`config.mk`:
```
export PLATFORM = sky130hd
export DESIGN_NAME = dmem_arbiter_flat
export DESIGN_NICKNAME = d
export VERILOG_FILES = /design/src/rtl/dmem_arb_pkg.sv /design/src/rtl/dmem_arbiter_if.sv /design/src/rtl/rr_pick2.sv /design/src/rtl/dmem_arbiter.sv /design/src/flat_wrapper.sv
export SDC_FILE = /design/constraint.sdc
export NUM_CORES = 1
export LEC_CHECK = 0
export CAP_MARGIN = 10
export CORE_MARGIN = 10
export CORE_UTILIZATION = 36
export DETAILED_ROUTE_END_ITERATION = 12
export GPL_ROUTABILITY_DRIVEN = 0
export HOLD_SLACK_MARGIN = 0.08
export PLACE_DENSITY_LB_ADDON = 0.1
export SYNTH_ARGS = -nofsm -noshare
export SYNTH_HDL_FRONTEND = slang
export SYNTH_HIERARCHICAL = 1
export SYNTH_SLANG_ARGS = --single-unit
```
`constraint.sdc`:
```
create_clock -name clk -period 3.16 [get_ports clk]
set_input_delay 0.632 -clock clk [delete_from_list [all_inputs] [get_ports clk]]
set_output_delay 0.632 -clock clk [all_outputs]
set_load 0.05 [all_outputs]
```
`src/rtl/dmem_arb_pkg.sv`:
```
// ============================================================================
// Module : dmem_arb_pkg
// Brief  : Shared state encodings and port indices for the data-memory arbiter.
// Rev    : 1.0
// ============================================================================
`default_nettype none

package dmem_arb_pkg;

    typedef enum logic [1:0] {
        IDLE   = 2'd0,
        ACCESS = 2'd1,
        DONE   = 2'd2
    } state_e;

    localparam logic P0 = 1'b0;
    localparam logic P1 = 1'b1;

endpackage

`default_nettype wire

```
`src/rtl/dmem_arbiter_if.sv`:
```
// ============================================================================
// Module : dmem_arbiter_if
// Brief  : Requester-side and memory-side signal bundle of the arbiter.
// Rev    : 1.0
// ============================================================================
`default_nettype none

interface dmem_arbiter_if #(
    parameter int AW = 32,
    parameter int DW = 32
);
    logic          req0;
    logic          req1;
    logic          we0;
    logic          we1;
    logic [AW-1:0] addr0;
    logic [AW-1:0] addr1;
    logic [DW-1:0] wdata0;
    logic [DW-1:0] wdata1;
    logic          lock1;
    logic          ack0;
    logic          ack1;
    logic [DW-1:0] rdata;
    logic [AW-1:0] mem_addr;
    logic [DW-1:0] mem_wdata;
    logic          mem_we;
    logic [DW-1:0] mem_rdata;
    logic          busy;

    // Arbiter side
    modport slave (
        input  req0, req1, we0, we1, addr0, addr1, wdata0, wdata1, lock1, mem_rdata,
        output ack0, ack1, rdata, mem_addr, mem_wdata, mem_we, busy
    );

    // Requesters plus memory side
    modport master (
        output req0, req1, we0, we1, addr0, addr1, wdata0, wdata1, lock1, mem_rdata,
        input  ack0, ack1, rdata, mem_addr, mem_wdata, mem_we, busy
    );

endinterface

`default_nettype wire

```
`src/rtl/rr_pick2.sv`:
```
// ============================================================================
// Module : rr_pick2
// Brief  : Combinational two-way round-robin picker with a port-1 override.
// Rev    : 1.0
// ============================================================================
`default_nettype none

module rr_pick2
    import dmem_arb_pkg::*;
(
    input  logic req0,
    input  logic req1,
    input  logic last,
    input  logic force1,
    output logic valid,
    output logic winner
);

    always_comb begin
        valid  = req0 | req1;
        winner = P0;
        if (req0 && req1) begin
            // Tie: the port not served last wins unless port 1 holds the bus
            winner = force1 ? P1 : ~last;
        end else if (req1) begin
            winner = P1;
        end
    end

endmodule

`default_nettype wire

```
`src/rtl/dmem_arbiter.sv`:
```
// ============================================================================
// Module : dmem_arbiter
// Brief  : Round-robin two-port arbiter and access sequencer for the data memory.
// Rev    : 1.0
// ============================================================================
`default_nettype none

module dmem_arbiter
    import dmem_arb_pkg::*;
#(
    parameter int AW       = 32,
    parameter int DW       = 32,
    parameter int MAX_LOCK = 8
) (
    input  logic           clk,
    input  logic           rst,
    dmem_arbiter_if.slave  bus
);

    localparam int LCW = $clog2(MAX_LOCK + 1);

    state_e         state_q;
    state_e         state_d;
    logic           sel_q;
    logic           we_q;
    logic [AW-1:0]  addr_q;
    logic [DW-1:0]  wdata_q;
    logic [DW-1:0]  rdata_q;
    logic           last_grant_q;
    logic [LCW-1:0] lock_cnt_q;
    logic [LCW-1:0] lock_cnt_d;

    logic w_lock_active;
    logic w_valid;
    logic w_winner;
    logic w_take;

    assign w_lock_active = bus.lock1 && (last_grant_q == P1) &&
                           (lock_cnt_q < LCW'(MAX_LOCK));
    assign w_take        = (state_q == IDLE) && w_valid;

    rr_pick2 u_pick (
        .req0   (bus.req0),
        .req1   (bus.req1),
        .last   (last_grant_q),
        .force1 (w_lock_active),
        .valid  (w_valid),
        .winner (w_winner)
    );

    always_comb begin
        lock_cnt_d = lock_cnt_q;
        if (!bus.lock1) begin
            lock_cnt_d = '0;
        end else if (w_take) begin
            if (w_winner == P0) begin
                lock_cnt_d = '0;
            end else if (w_lock_active) begin
                lock_cnt_d = lock_cnt_q + LCW'(1);
            end
        end
    end

    // Outputs decode straight from the state register so an async reset
    // kills mem_we and the acks without waiting for a clock edge.
    always_comb begin
        state_d       = state_q;
        bus.ack0      = 1'b0;
        bus.ack1      = 1'b0;
        bus.busy      = 1'b1;
        bus.mem_we    = 1'b0;
        bus.mem_addr  = '0;
        bus.mem_wdata = '0;
        bus.rdata     = rdata_q;
        unique case (state_q)
            IDLE: begin
                bus.busy = 1'b0;
                if (w_valid) begin
                    state_d = ACCESS;
                end
            end
            ACCESS: begin
                bus.mem_we    = we_q;
                bus.mem_addr  = addr_q;
                bus.mem_wdata = wdata_q;
                state_d       = DONE;
            end
            DONE: begin
                bus.ack0 = (sel_q == P0);
                bus.ack1 = (sel_q == P1);
                state_d  = IDLE;
            end
            default: begin
                state_d = IDLE;
            end
        endcase
    end

    always_ff @(posedge clk or posedge rst) begin
        if (rst) begin
            state_q      <= IDLE;
            sel_q        <= P0;
            we_q         <= 1'b0;
            addr_q       <= '0;
            wdata_q      <= '0;
            rdata_q      <= '0;
            last_grant_q <= P1;
            lock_cnt_q   <= '0;
        end else begin
            state_q    <= state_d;
            lock_cnt_q <= lock_cnt_d;
            if (w_take) begin
                sel_q        <= w_winner;
                last_grant_q <= w_winner;
                we_q         <= (w_winner == P1) ? bus.we1    : bus.we0;
                addr_q       <= (w_winner == P1) ? bus.addr1  : bus.addr0;
                wdata_q      <= (w_winner == P1) ? bus.wdata1 : bus.wdata0;
            end
            if (state_q == ACCESS) begin
                rdata_q <= bus.mem_rdata;
            end
        end
    end

endmodule

`default_nettype wire

```
`src/flat_wrapper.sv`:
```
// flat-port wrapper written by rule: the top's interface ports become plain ports
module dmem_arbiter_flat import dmem_arb_pkg::*;
#(
    parameter int AW       = 32,
    parameter int DW       = 32,
    parameter int MAX_LOCK = 8
)
  (clk, rst, bus_req0, bus_req1, bus_we0, bus_we1, bus_addr0, bus_addr1, bus_wdata0, bus_wdata1, bus_lock1, bus_mem_rdata, bus_ack0, bus_ack1, bus_rdata, bus_mem_addr, bus_mem_wdata, bus_mem_we, bus_busy);
  dmem_arbiter_if #(.AW(AW), .DW(DW)) bus_i ();
  input  logic clk;
  input  logic rst;
  input wire logic [$bits(bus_i.req0)-1:0] bus_req0;
  input wire logic [$bits(bus_i.req1)-1:0] bus_req1;
  input wire logic [$bits(bus_i.we0)-1:0] bus_we0;
  input wire logic [$bits(bus_i.we1)-1:0] bus_we1;
  input wire logic [$bits(bus_i.addr0)-1:0] bus_addr0;
  input wire logic [$bits(bus_i.addr1)-1:0] bus_addr1;
  input wire logic [$bits(bus_i.wdata0)-1:0] bus_wdata0;
  input wire logic [$bits(bus_i.wdata1)-1:0] bus_wdata1;
  input wire logic [$bits(bus_i.lock1)-1:0] bus_lock1;
  input wire logic [$bits(bus_i.mem_rdata)-1:0] bus_mem_rdata;
  output wire logic [$bits(bus_i.ack0)-1:0] bus_ack0;
  output wire logic [$bits(bus_i.ack1)-1:0] bus_ack1;
  output wire logic [$bits(bus_i.rdata)-1:0] bus_rdata;
  output wire logic [$bits(bus_i.mem_addr)-1:0] bus_mem_addr;
  output wire logic [$bits(bus_i.mem_wdata)-1:0] bus_mem_wdata;
  output wire logic [$bits(bus_i.mem_we)-1:0] bus_mem_we;
  output wire logic [$bits(bus_i.busy)-1:0] bus_busy;
  assign bus_i.req0 = bus_req0;
  assign bus_i.req1 = bus_req1;
  assign bus_i.we0 = bus_we0;
  assign bus_i.we1 = bus_we1;
  assign bus_i.addr0 = bus_addr0;
  assign bus_i.addr1 = bus_addr1;
  assign bus_i.wdata0 = bus_wdata0;
  assign bus_i.wdata1 = bus_wdata1;
  assign bus_i.lock1 = bus_lock1;
  assign bus_i.mem_rdata = bus_mem_rdata;
  assign bus_ack0 = bus_i.ack0;
  assign bus_ack1 = bus_i.ack1;
  assign bus_rdata = bus_i.rdata;
  assign bus_mem_addr = bus_i.mem_addr;
  assign bus_mem_wdata = bus_i.mem_wdata;
  assign bus_mem_we = bus_i.mem_we;
  assign bus_busy = bus_i.busy;
  dmem_arbiter #(.AW(AW), .DW(DW), .MAX_LOCK(MAX_LOCK)) u_core (.clk(clk), .rst(rst), .bus(bus_i));
endmodule
```
# Word level (Yosys, flattened, before mapping)
# Index checks and enable logic that the tools add are counted.
# word_totals
ff_bits,105
# op_classes
n_addsub,1
magnitude_cmp,1
eq_ne,5
muxes,18
bitwise,3
n_reduce_logical,6
# ops
op,count
$mux W32,4
$mux W4,4
$mux W1,8
$add A4 B1 Y4 const B,1
$logic_and A1 B1 Y1,4
$lt A4 B4 Y1 const B,1
$ne A2 B1 Y1 const B,2
$pmux W2 S2,1
$ne A3 B3 Y1 const B,1
$eq A2 B1 Y1 const B,1
$eq A2 B2 Y1 const B,1
$logic_not A2 Y1,1
$mux W2,1
$not A1 Y1,2
$reduce_and A2 Y1,1
$or A1 B1 Y1,1

# Longest topological paths before layout
# Gate-level depths: netlist of the first run.
# depth
ltp_word,7
depth_mapped,8
depth_no_buf,6

# Cells and area by module
# Netlist of the first run, hierarchy kept.
# modules_own_cells
mod,n_inst,cells_per_inst,area_each_um2,seq_area_each_um2
dmem_arbiter,1,463,5003.5,2628.8
rr_pick2,1,4,20.0,0.0

# Worst setup path after synthesis of the first run
# Ideal clock, no wire load.
# synth_timing
path_type,flip-flop to output port
from,reg u_core.state_q[0]
to,out bus_ack0
arrival_ns,1.558
t_required_ns,2.528
slack_ns,0.970
path_stages_with_launch,2
path_buffers,0
path_cell_list,dfrtp_1 nor3b_1
# synth_via
elab_chain_len,2
# synth_lines
element,line,source
start: declaration,dmem_arbiter.sv:22,state_e state_q;
start signal: assignment,dmem_arbiter.sv:110,state_q <= state_d;
$eq A2 B2 Y1,dmem_arbiter.sv:75,unique case (state_q)
$mux W1,dmem_arbiter.sv:75,
end: declaration,flat_wrapper.sv:22,output wire logic [$bits(bus_i.ack0)-1:0] bus_ack0;
# Every way passes these cells.

# Worst setup path after layout of the first run
# layout_timing
from,reg u_core.state_q[1]
to,out bus_mem_wdata[21]
# layout_via
elab_chain_len,2
# layout_lines
element,line,source
$eq A2 B1 Y1,dmem_arbiter.sv:75,
$mux W32,dmem_arbiter.sv:75,
end: declaration,flat_wrapper.sv:26,output wire logic [$bits(bus_i.mem_wdata)-1:0] bus_mem_wdata;
# Every way passes these cells.

==> results of run 1 <==
per-layer routing:
| layer | vias to the layer above | GRT usage, % | part of all wire (%) |
|---|---|---|---|
| met4 | 0 | 5.11 | 1.0 |
| met5 | - | 0 | 0 |
| met1 | 1931 | 18.1 | 41 |
| met2 | 155 | 27.8 | 50 |
| li1 | 2075 | - | - |
| met3 | 11 | 6.03 | 7.7 |
cell usage in the layout, fill, tap and decap left out, types with 3 or more instances in the layout:
master           synthesis  layout
and2_1                  65      65
buf_12                   0       5
buf_4                    1      40
clkbuf_16                0       9
clkdlybuf4s50_1          0     220
dfrtp_1                104     104
dlymetal6s2s_1           0      10
inv_1                    4       3
mux2_2                  32      32
mux2i_1                 65      65
nand2_1                 74      74
o21ai_0                 27      27
o21ai_1                 38      38
cell type report:
type,count,area [sq um],area share (%)
multi-input cells,323,2210,27.1
inverters,5,22.5,0.277
flip-flops and latches,105,2630,32.3
clock inverters,6,91.3,1.12
repair buffers,276,2740,33.6
clock buffers,10,229,2.81
well taps,180,225,2.77
flip-flops by register name (all words and copies together) (netlist names):
| name | flops |
|---|---|
| u_core/wdata_q | 32 |
| u_core/bus.rdata | 32 |
| u_core/sel_q | 1 |
| u_core/last_grant_q | 1 |
| u_core/we_q | 1 |
| u_core/lock_cnt_q | 4 |
| u_core/addr_q | 32 |
| u_core/state_q | 2 |
kinds of logic after synthesis:
kind of cell    count (synthesis)  share of synthesized area (%)
buf+inv                        39                           4.21
simple gates                  154                           15.8
mux                            97                           20.1
flops                         105                           52.3
compound gates                 71                           7.30
fa+ha+maj                       1                          0.249
worst reg2reg max path: stages (launching register included):
cell and delay [ps]:
dfrtp_1 440, nor2b_4 560, buf_6 450, mux2_2 400
report_power, final:
part           total [mW]  switching (mW)  internal (mW)  leakage [nW]
Combinational        4.67            2.95           1.72          2.30
Clock                1.19           0.494          0.699         0.157
Sequential           2.34           0.334           2.00          1.27
path summary, 6_finish.rpt:
path	end	cells past startpoint
max	bus_mem_wdata[21]	3
min	u_core/addr_q[26]$_DFFE_PP0P_	2
max reg2reg	u_core/bus.rdata[26]$_DFFE_PP0N_	3
min reg2reg	u_core/addr_q[26]$_DFFE_PP0P_	2
max in group asynchronous	u_core/last_grant_q$_DFFE_PP1P_	3
min in group asynchronous	u_core/bus.rdata[12]$_DFFE_PP0N_	3
through the flow:
stage,hold slack (ps),cell area [sq um],std cells
floorplan,442,5030,467
global placement,458,7790,889
detailed placement,464,7790,889
CTS,480,8110,905
global route,501,8140,905
finish,475,8140,905
==> impl_metrics.env, run 1 <==
export IMPL_status="complete, no violations"
export IMPL_yosysUniqueCellTypes=32
export IMPL_port_buffers=266
export IMPL_drt_iter0_drc=162
export IMPL_ctsResizeCount=0
export IMPL_finish_utilization_pct=59.1
export IMPL_cts_max_level=3
export IMPL_fp_row_count=43
export IMPL_grt_pass1_wl_microns=25000
export IMPL_reg2reg_slack_ps=1200
export IMPL_drc=0
export IMPL_drtAntennaViolNets=0
export IMPL_vias=4172
export IMPL_dpl_hpwl_microns=12400
export IMPL_synthesis_nets=635
export IMPL_worst_pin_slew_ps=670
export IMPL_finalCritPeriodShare_pct=95.6
export IMPL_max_cap_violations=0
export IMPL_power_total_mw=8.19
export IMPL_avgViaCountPerCell=4.61
export IMPL_power_density_nw_per_um2=1010
export IMPL_crit_start="u_core/state_q[1]$_DFFE_PP0P_"
export IMPL_grt_setup_unrepaired="yes"
export IMPL_holdCritStartpoint="u_core/addr_q[26]$_DFFE_PP0P_"
export IMPL_crit_path_start_kind="flip-flop"
export IMPL_cp_num_buf_inv=1
export IMPL_cts_num_sinks=105
export IMPL_grt_pass1_vias=4501
export IMPL_cts_made_buffers=9
export IMPL_clk_insertion_delay_late_ps=350
export IMPL_p_leak_nw=3.73
export IMPL_critPathKind="flip-flop to output port"
export IMPL_relSlewSlack_pct=55.2
export IMPL_slowest_stage="clkdlybuf4s50_1"
export IMPL_ys_seq_area_share_pct=52.3
export IMPL_slowest_delay_ps=810
export IMPL_postCtsSetupBuffers=0
export IMPL_synth_edf_count=0
export IMPL_cp_arrival_ps=2390
export IMPL_drt_total_wl_microns=15800
export IMPL_avgSynthCellArea_sq_um=10.8
export IMPL_yosysTopAreaCell="dfrtp_1"
export IMPL_hp_class="flip-flop to flip-flop"
export IMPL_fp_dieH_microns=138
export IMPL_critPathMaxFanout=34
export IMPL_nFillCells=1219
export IMPL_fmax_mhz=331
export IMPL_drtPass1Iterations=4
export IMPL_post_place_ws_ps=452
export IMPL_cts_tree="done"
export IMPL_synth_top_area_share_pct=51.8
export IMPL_clock_path_buffers=2
export IMPL_grt_max_degree=106
export IMPL_timing_rr_start="u_core/state_q[1]$_DFFE_PP0P_"
export IMPL_worstPathCellList="nor2b_4 -> and2_1 -> clkdlybuf4s50_1"
export IMPL_worst_setup_path_end_kind="output port"
export IMPL_layout_drive_gt1_share_pct=13.9
export IMPL_synth_common_cells="dfrtp_1, nand2_1, and2_1, mux2i_1, o21ai_1"
export IMPL_netlist_instances=467
export IMPL_hold_buffers=0
export IMPL_ys_ff_latch=105
export IMPL_fin_worst_skew_ps=6.55
export IMPL_area_growth_pct=62.1
export IMPL_setup_tns_ps=0
export IMPL_diodes=0
export IMPL_antenna_found_initial=0
export IMPL_ir_drop_v=0.000435
export IMPL_routedWlPerCell_microns=17.4
export IMPL_yosysMostFrequentCell="dfrtp_1"
export IMPL_cp_top_family="buffers and inverters"
export IMPL_die_w_microns=138
export IMPL_clk_pin_slew_worst_paths_ps=70
export IMPL_cp_data_required_time_ps=2530
export IMPL_synth_async_reset_ratio_pct=100
export IMPL_synthFlopType="dfrtp_1"
export IMPL_start_util_pct=36.5
export IMPL_hold_viol=0
export IMPL_slew_violations=0
export IMPL_synthTopCellsByArea="dfrtp_1, mux2i_1, and2_1"
export IMPL_ys_warn_count=6
export IMPL_die_area_sq_um=19100
export IMPL_setup_violations=0
export IMPL_nets=888
export IMPL_grt_overflow=0
export IMPL_syn_area_sq_um=5020
export IMPL_grt_use_total_pct=16.2
export IMPL_fin_ws_ps=139
export IMPL_io_pins=267
export IMPL_layout_min_cycle_time_ps=3020
export IMPL_cts_root_buf="clkbuf_16"
export IMPL_fp_coreArea_sq_um=13800
(Power assumes the default switching activity.)
==> run 2: changes to the inputs <==
GPL_TIMING_DRIVEN = 0   (was not set)
SLEW_MARGIN = 10   (was not set)
==> run 2 against run 1 <==
Effect of this change: via count grew 4.8%; clock skew rose by 5.3 ps; die area is the same; clock power is essentially flat; cell area rose by 2.1%; total power up 0.72%; flip-flop and latch count did not move; critical path depth up 2; routed wire length grew 5.1%; hold slack worse by 4.7 ps; worst setup slack better by 31 ps; critical endpoint is now bus_mem_addr[20].
==> impl_metrics.env, run 2 (synthesized netlist as in run 1, its figures left out) <==
export IMPL_status="complete, no violations"
export IMPL_final_cells=931
export IMPL_fmax_mhz=334
export IMPL_nets=914
export IMPL_max_cap_violations=0
export IMPL_drc=0
export IMPL_ir_drop_v=0.000472
export IMPL_fin_worst_skew_ps=11.8
export IMPL_fp_coreArea_sq_um=13800
export IMPL_worst_setup_path_end_kind="output port"
export IMPL_hp_class="flip-flop to flip-flop"
export IMPL_avgViaCountPerCell=4.70
export IMPL_seq_area_sq_um=2630
export IMPL_power_density_nw_per_um2=993
export IMPL_hold_viol=0
export IMPL_fp_dieH_microns=138
export IMPL_grt_use_total_pct=17.0
export IMPL_dpl_hpwl_microns=13400
export IMPL_critPathMaxFanout=10
export IMPL_cp_top_family="buffers and inverters"
export IMPL_slew_violations=0
export IMPL_drt_iter0_drc=206
export IMPL_port_buffers=266
export IMPL_worst_pin_slew_ps=821
export IMPL_cts_num_sinks=105
export IMPL_postCtsSetupBuffers=0
export IMPL_final_common_cell="clkdlybuf4s50_1"
export IMPL_clk_insertion_delay_late_ps=350
export IMPL_cp_arrival_ps=2360
export IMPL_grt_pass1_wl_microns=26200
export IMPL_hold_buffers=0
export IMPL_cts_tree="done"
export IMPL_drt_total_wl_microns=16600
export IMPL_drtAntennaViolNets=0
export IMPL_start_util_pct=36.5
export IMPL_setup_violations=0
export IMPL_p_leak_nw=4.27
export IMPL_clk_pin_slew_worst_paths_ps=70
export IMPL_final_cell_mix="clkdlybuf4s50_1, dfrtp_1, nand2_1"
export IMPL_placed_cells=915
export IMPL_drtPass1Iterations=4
export IMPL_critPathKind="flip-flop to output port"
export IMPL_final_cell_area_sq_um=8310
export IMPL_multi_input_area_sq_um=2180
export IMPL_finish_utilization_pct=60.3
export IMPL_cp_num_buf_inv=3
export IMPL_finalCritPeriodShare_pct=94.6
export IMPL_layout_drive_gt1_share_pct=11.3
export IMPL_io_pins=267
export IMPL_die_area_sq_um=19100
export IMPL_worstPathCellList="nor2b_1 -> buf_2 -> buf_2 -> and2_1 -> clkdlybuf4s50_1"
export IMPL_holdPathStages=2
export IMPL_diodes=0
export IMPL_die_w_microns=138
export IMPL_cp_depth=5
export IMPL_cts_made_buffers=9
export IMPL_placed_area_sq_um=7960
export IMPL_grt_pass1_vias=4772
export IMPL_nFillCells=1228
export IMPL_grt_max_degree=39
export IMPL_crit_top_cell="buf_2"
export IMPL_layout_min_cycle_time_ps=2990
export IMPL_slowest_stage="clkdlybuf4s50_1"
export IMPL_r2r_cells=8
export IMPL_area_growth_pct=65.5
export IMPL_relSlewSlack_pct=45.2
export IMPL_antenna_found_initial=0
export IMPL_cp_data_required_time_ps=2530
export IMPL_routedWlPerCell_microns=17.8
export IMPL_grt_overflow=0
export IMPL_cts_root_buf="clkbuf_16"
export IMPL_slowest_delay_ps=800
export IMPL_cts_max_level=3
export IMPL_vias=4373
export IMPL_crit_path_start_kind="flip-flop"
export IMPL_clock_path_buffers=2
export IMPL_fp_row_count=43
## run 2: cell types whose count changed in the layout (fill, tap and decap cells not counted), sizes merged, moves of 4 or more
cell           previous run  this run
dlymetal6s2s             10        41
clkdlybuf4s15             0         8
clkbuf                   10        37
dlygate4sd2               0         4
buf                      46        21
clkdlybuf4s50           220       202
## run 2: worst register-to-register path, cell delays in order, from the launching register on
cell and delay (ps):
dfstp_2 580, nand2b_1 90, nor2_1 100, inv_1 50
a31oi_1 140, buf_2 300, clkbuf_1 520, nand4b_1 220
o22ai_1 220
## run 2: final timing paths
| path | start | slack (ps) | to |
|---|---|---|---|
| worst max-delay path | u_core/state_q[0]$_DFFE_PP0P_ | 170 | bus_mem_addr[20] |
| worst min-delay path | u_core/addr_q[12]$_DFFE_PP0P_ | 470 | u_core/addr_q[12]$_DFFE_PP0P_ |
| worst max register to register | u_core/last_grant_q$_DFFE_PP1P_ | 860 | u_core/lock_cnt_q[1]$_DFFE_PP0P_ |
| worst min register to register | u_core/addr_q[12]$_DFFE_PP0P_ | 470 | u_core/addr_q[12]$_DFFE_PP0P_ |
| max in group asynchronous | rst | 1720 | u_core/wdata_q[28]$_DFFE_PP0P_ |
| min in group asynchronous | rst | 790 | u_core/bus.rdata[7]$_DFFE_PP0N_ |
## run 2: area by class of cell
cell class / count / share of cell area (%)
timing repair buffer: 268 / 33.0
sequential: 105 / 31.6
multi-input combinational: 323 / 26.3
clock buffer: 11 / 2.80
tap: 180 / 2.71
buffer: 34 / 2.32
clock inverter: 5 / 0.978
inverter: 5 / 0.271
## run 2: report_power, final
group	total (mW)	internal (mW)	switching [mW]
combinational	4.76	1.72	3.04
clock	1.19	0.695	0.492
sequential	2.31	2.00	0.307
total	8.25	4.42	3.83
## run 2: repair_timing
item	CTS	global route
resized for setup	23	71
cloned	0	0
endpoints found under the setup margin	23	60
## run 2: metrics by stage
step / total power [mW] / TNS, ps / hold WS, ps / worst slack [ps]
after floorplan: 5.51 / 0 / 442 / 970
after global placement: 7.15 / 0 / 453 / 178
after detailed placement: 7.25 / 0 / 462 / 183
after CTS: 8.40 / 0 / 477 / 0.417
after global routing: 8.76 / -0.613 / 493 / -0.613
final: 8.25 / 0 / 470 / 169
## run 2: per-layer routing
layer  track usage [%]  routed length, microns  vias to the layer above
li1                  -                       -                     2134
met1              18.6                    6450                     2076
met2              29.5                    8550                      151
met3              6.68                    1360                       12
met4              5.83                     225                        0
met5                 0                       0                        -
==> RTL change 1: new RTL, config.mk and constraints of run 1 <==
`DW` is set to 32 in 3 places; all go to 64.
--- a/src/rtl/dmem_arbiter_if.sv
+++ b/src/rtl/dmem_arbiter_if.sv
@@ -7,7 +7,7 @@
 
 interface dmem_arbiter_if #(
     parameter int AW = 32,
-    parameter int DW = 32
+    parameter int DW = 64
 );
     logic          req0;
     logic          req1;
--- a/src/rtl/dmem_arbiter.sv
+++ b/src/rtl/dmem_arbiter.sv
@@ -9,7 +9,7 @@
     import dmem_arb_pkg::*;
 #(
     parameter int AW       = 32,
-    parameter int DW       = 32,
+    parameter int DW       = 64,
     parameter int MAX_LOCK = 8
 ) (
     input  logic           clk,
--- a/src/flat_wrapper.sv
+++ b/src/flat_wrapper.sv
@@ -2,7 +2,7 @@
 module dmem_arbiter_flat import dmem_arb_pkg::*;
 #(
     parameter int AW       = 32,
-    parameter int DW       = 32,
+    parameter int DW       = 64,
     parameter int MAX_LOCK = 8
 )
   (clk, rst, bus_req0, bus_req1, bus_we0, bus_we1, bus_addr0, bus_addr1, bus_wdata0, bus_wdata1, bus_lock1, bus_mem_rdata, bus_ack0, bus_ack1, bus_rdata, bus_mem_addr, bus_mem_wdata, bus_mem_we, bus_busy);
Interface: changed (5 resized); port bits go from 267 to 427. No check against the original RTL was run, so the function may have changed too.
==> RTL change 1 against run 1 <==
Area after synthesis rose by 58%. Maximum frequency rose by 16%. Sequential cell count rose by 64. Global-route usage rose by 3.0 points. Sequential share of layout area fell by 0.42 points. Wire length rose by 78%. Total power rose by 70%. Clock power rose by 68%. Cell area rose by 63%. Worst setup slack improved by 0.41 ns. Combinational power rose by 77%. Critical path type unchanged. Critical endpoint is now bus_mem_wdata[57]. Largest cell class unchanged. Largest power group unchanged.
==> RTL change 1: results (changes against run 1) <==
Drt
  • DR iter-0 viols: 430 (was 162)
  • Wire length on met3: 2420 um (was 1220 um)
  • DR WL met2: 14600 um (was 7960 um)
  • Via density: 4.59 (was 4.61)

Power
  • Pleak: 5.81 nW (was 3.73 nW)
  • Worst VDD drop: 0.000603 V (was 0.000435 V)

Place
  • DP Wirelength: 21800 um (was 12400 um)
  • I/O Buffers: 426 (was 266)

Critical path
  • Worst-path maximum fanout: 103 (was 34)
  • CP arrival: 1.98 ns (was 2.39 ns)
  • Critical R2R Launch: u_core/last_grant_q$_DFFE_PP1P_ (was u_core/state_q[1]$_DFFE_PP0P_)
  • Worst r2r dst: u_core/wdata_q[45]$_DFFE_PP0P_ (was u_core/bus.rdata[26]$_DFFE_PP0N_)

Worst hold path
  • Hold EP: u_core/addr_q[28]$_DFFE_PP0P_ (was u_core/addr_q[26]$_DFFE_PP0P_)

Yosys
  • Syn_area_per_cell: 11.1 um2 (was 10.8 um2)
  • Sequential fraction of the synthesis area: 53.4% (was 52.3%)
  • Synth Area in Adders: 0.158% (was 0.249%)
  • Syn nets: 975 (was 635)
  • Complex-gate fraction of the synthesized area: 6.69% (was 7.30%)
  • Synth top area cells: dfrtp_1 53%, mux2i_1 12%, mux2_2 9.1%, and2_1 7.7%, o21ai_1 5.6% (was dfrtp_1 52%, mux2i_1 13%, and2_1 8.1%, mux2_2 7.2%, nand2_1 5.5%)
  • Synth top cells by count: 168 x dfrtp_1, 104 x nand2_1, 97 x and2_1, 97 x mux2i_1, 88 x o21ai_1 (was 104 x dfrtp_1, 74 x nand2_1, 65 x and2_1, 65 x mux2i_1, 38 x o21ai_1)
  • Cell variety after synth: 34 (was 32)
  • Mux cell area share after synthesis: 21.3% (was 20.1%)

Final layout
  • Fill count: 1839 (was 1219)
  • Layout cells sized above 1: 18.7% (was 13.9%)

Global routing
  • GR Util met3: 7.57% (was 6.03%)
  • Tot GR Track Use: 19.1% (was 16.2%)
  • Initial antenna violation count: 1 (was 0)
  • First-pass GRT wire length: 42100 um (was 25000 um)
  • Vias in the first global route: 6679 (was 4501)
  • Met1 Track Usage GR: 21.1% (was 18.1%)
  • Largest net degree at the start of global routing: 107 (was 106)

Timing
  • Worst Tran Pin Value: 0.573 ns (was 0.670 ns)
  • Setup Skew: 0.0142 ns (was 0.00655 ns)

Clock network
  • H-tree Lvls: 4 (was 3)
  • Clk_lat worst skew: 0.43 ns (was 0.35 ns)

Run status
  • Run status: completed (unchanged)
## RTL change 1: worst max-delay path by stage
stage | from | end | slack, ns
after detailed placement | bus_lock1 | u_core/wdata_q[45]$_DFFE_PP0P_ | 0.51
after CTS | u_core/state_q[1]$_DFFE_PP0P_ | bus_mem_wdata[57] | 0.52
after global placement | bus_lock1 | u_core/wdata_q[14]$_DFFE_PP0P_ | 0.59
after global routing | u_core/state_q[1]$_DFFE_PP0P_ | bus_mem_wdata[57] | 0.41
after floorplan | rst | u_core/addr_q[0]$_DFFE_PP0P_ | 0.37
final | u_core/state_q[1]$_DFFE_PP0P_ | bus_mem_wdata[57] | 0.55
## RTL change 1: through the flow
| step | cell area, um2 | setup WS (ns) | hold WS [ns] |
|---|---|---|---|
| 2_1_floorplan | 7930 | 0.374 | 0.442 |
| 3_3_place_gp | 12700 | 0.591 | 0.453 |
| 3_5_place_dp | 12700 | 0.513 | 0.462 |
| 4_1_cts | 13300 | 0.515 | 0.473 |
| 5_1_grt | 13300 | 0.407 | 0.479 |
| 6_report | 13300 | 0.553 | 0.471 |
## RTL change 1: layout make-up
| class | count | area share (%) |
|---|---|---|
| inverter | 5 | 0.170 |
| multi-input combinational | 485 | 25.5 |
| sequential | 169 | 31.9 |
| clock buffer | 17 | 3.20 |
| clock inverter | 15 | 0.980 |
| timing repair buffer | 436 | 35.7 |
| tap | 280 | 2.64 |
| antenna | 1 | 0.0189 |
## RTL change 1: worst max-delay path, stage by stage, from the launching register on
cell and delay, ns:
dfrtp_1 0.40, and2b_4 0.29, buf_12 0.36, and2_1 0.20
buf_4 0.21
## RTL change 1: report_power, final
part	leakage (nW)	switching, mW	internal, mW
registers	2.04	0.483	3.24
clock network	0.272	0.965	1.04
logic	3.49	5.05	3.20
total	5.81	6.50	7.47
==> RTL change 2: new RTL, config.mk and constraints of run 1 <==
Made on the original files. Make the reset (`rst`) synchronous in one clocked block. Comments in the files are not updated.
--- a/src/rtl/dmem_arbiter.sv
+++ b/src/rtl/dmem_arbiter.sv
@@ -96,7 +96,7 @@
         endcase
     end
 
-    always_ff @(posedge clk or posedge rst) begin
+    always_ff @(posedge clk) begin
         if (rst) begin
             state_q      <= IDLE;
             sel_q        <= P0;
Formal check against the unedited RTL: differs if rst is asserted again (counterexample within 4 cycles, from zero or initial values and one cycle with rst high); with rst held inactive, the same outputs for 10 cycles.
==> RTL change 2 against run 1 <==
Final cell count up 7.0%. Area after synthesis down 4.7%. Critical path type unchanged. Sequential cell count unchanged. Sequential share of layout area down 5.2 points. Non-clock buffer count down 1. Cell area down 4.8%. Wire length up 0.75%. Worst setup slack better by 0.015 ns. Utilization down 0.14 points. Die area down 4.1%. Global-route usage up 0.25 points.
Power is not compared: it rests on default switching activity, and its combinational part moved more than twofold at a synthesized area within 25%.
==> RTL change 2: results (changes against run 1) <==
Place
  • DP Wirelength: 12300 um (was 12400 um)
  • Cell Area, Placed: 0.00743 mm2 (was 0.00779 mm2)
  • Placed cells: 952 (was 889)
  • Post-place setup slack: 0.475 ns (was 0.452 ns)

Timing
  • Setup Skew: 0.00836 ns (was 0.00655 ns)
  • WHS: 0.455 ns (was 0.475 ns)
  • Worst Tran Pin Value: 1.16 ns (was 0.670 ns)
  • Minimum clock period: 3.01 ns (was 3.02 ns)

Final layout
  • Data buffer area share: 34.5% (was 33.6%)
  • Storage cell area: 0.00210 mm2 (was 0.00263 mm2)
  • Clock network share of area: 3.86% (was 3.93%)
  • Count of multi-input gates: 393 (was 323)
  • Nets: 955 (was 888)
  • Clk_buf instances: 12 (was 10)
  • Multi-input logic area: 0.00244 mm2 (was 0.00221 mm2)
  • Non-CTS buffers: 275 (was 276)
  • Post-route cell area: 0.00775 mm2 (was 0.00814 mm2)

Yosys
  • Asr flop ratio synth: 0% (was 100%)
  • Cell variety after synth: 30 (was 32)
  • Syn_area_per_cell: 8.69 um2 (was 10.8 um2)
  • Syn nets: 719 (was 635)
  • Synth top area cells: dfxtp_1 44%, mux2i_1 14%, a211oi_1 10%, and2_1 8.5%, nand2_1 5.6% (was dfrtp_1 52%, mux2i_1 13%, and2_1 8.1%, mux2_2 7.2%, nand2_1 5.5%)
  • Main synth FF type: dfxtp_1 (was dfrtp_1)

Critical path
  • Worst R2R Path Depth: 7 (was 3)
  • Worst-path maximum fanout: 27 (was 34)
  • Critical path endpoint: bus_mem_wdata[6] (was bus_mem_wdata[21])
  • Worst r2r dst: u_core/wdata_q[2]$_SDFFE_PP0P_ (was u_core/bus.rdata[26]$_DFFE_PP0N_)
  • Worst setup path start: u_core/state_q[0]$_SDFFE_PP0P_ (was u_core/state_q[1]$_DFFE_PP0P_)

Clock network
  • CTS buffer count: 9 (unchanged)
  • Worst-path clk slew: 0.07 ns (about the same)

Worst hold path
  • Worst Hold Launch: u_core/bus.rdata[23]$_SDFFE_PP0N_ (was u_core/addr_q[26]$_DFFE_PP0P_)
  • Hold EP: u_core/bus.rdata[23]$_SDFFE_PP0N_ (was u_core/addr_q[26]$_DFFE_PP0P_)

Floorplanning
  • Tapcells: 176 (was 180)

Run status
  • Run status: completed (unchanged)

Power
  • Pleak: 3.17 nW

Drt
  • Via density: 4.74 (was 4.61)
  • Drt first pass iters: 5 (was 4)
  • DR iter-0 viols: 161 (was 162)
  • Wire per inst: 16.4 um (was 17.4 um)

Global routing
  • Largest net degree at the start of global routing: 73 (was 106)
  • First-pass GRT wire length: 24400 um (was 25000 um)
## RTL change 2: what timing repair did
item / in CTS / in global routing
endpoints found under the hold margin: 0 / 0
setup endpoints to repair: 0 / 6
resized for setup: 0 / 6
## RTL change 2: cells by family (layout without fill, tap and decap cells)
family / Yosys count / count (layout) / synth area share [%]
and+or+nand+nor: 222 / 222 / 22.0
AOI/OAI and AO/OA: 105 / 105 / 14.6
DFF: 105 / 105 / 43.9
muxes: 65 / 65 / 13.6
buffers and inverters: 53 / 294 / 5.65
adders and majority gates: 1 / 1 / 0.261
## RTL change 2: layer usage
layer / share of wire, % / wire, um / GRT usage [%] / vias to the layer above
met1: 39 / 6220 / 17.8 / 2047
met3: 9.8 / 1550 / 6.16 / 15
met2: 50 / 7970 / 29.1 / 169
li1: - / - / - / 2354
met4: 1.1 / 169 / 4.67 / 0
met5: 0 / 0 / 0 / -
## RTL change 2: power by group
group	internal, mW	switching, mW
clock network	0.637	0.473
logic	0.462	0.567
registers	1.45	0.0672
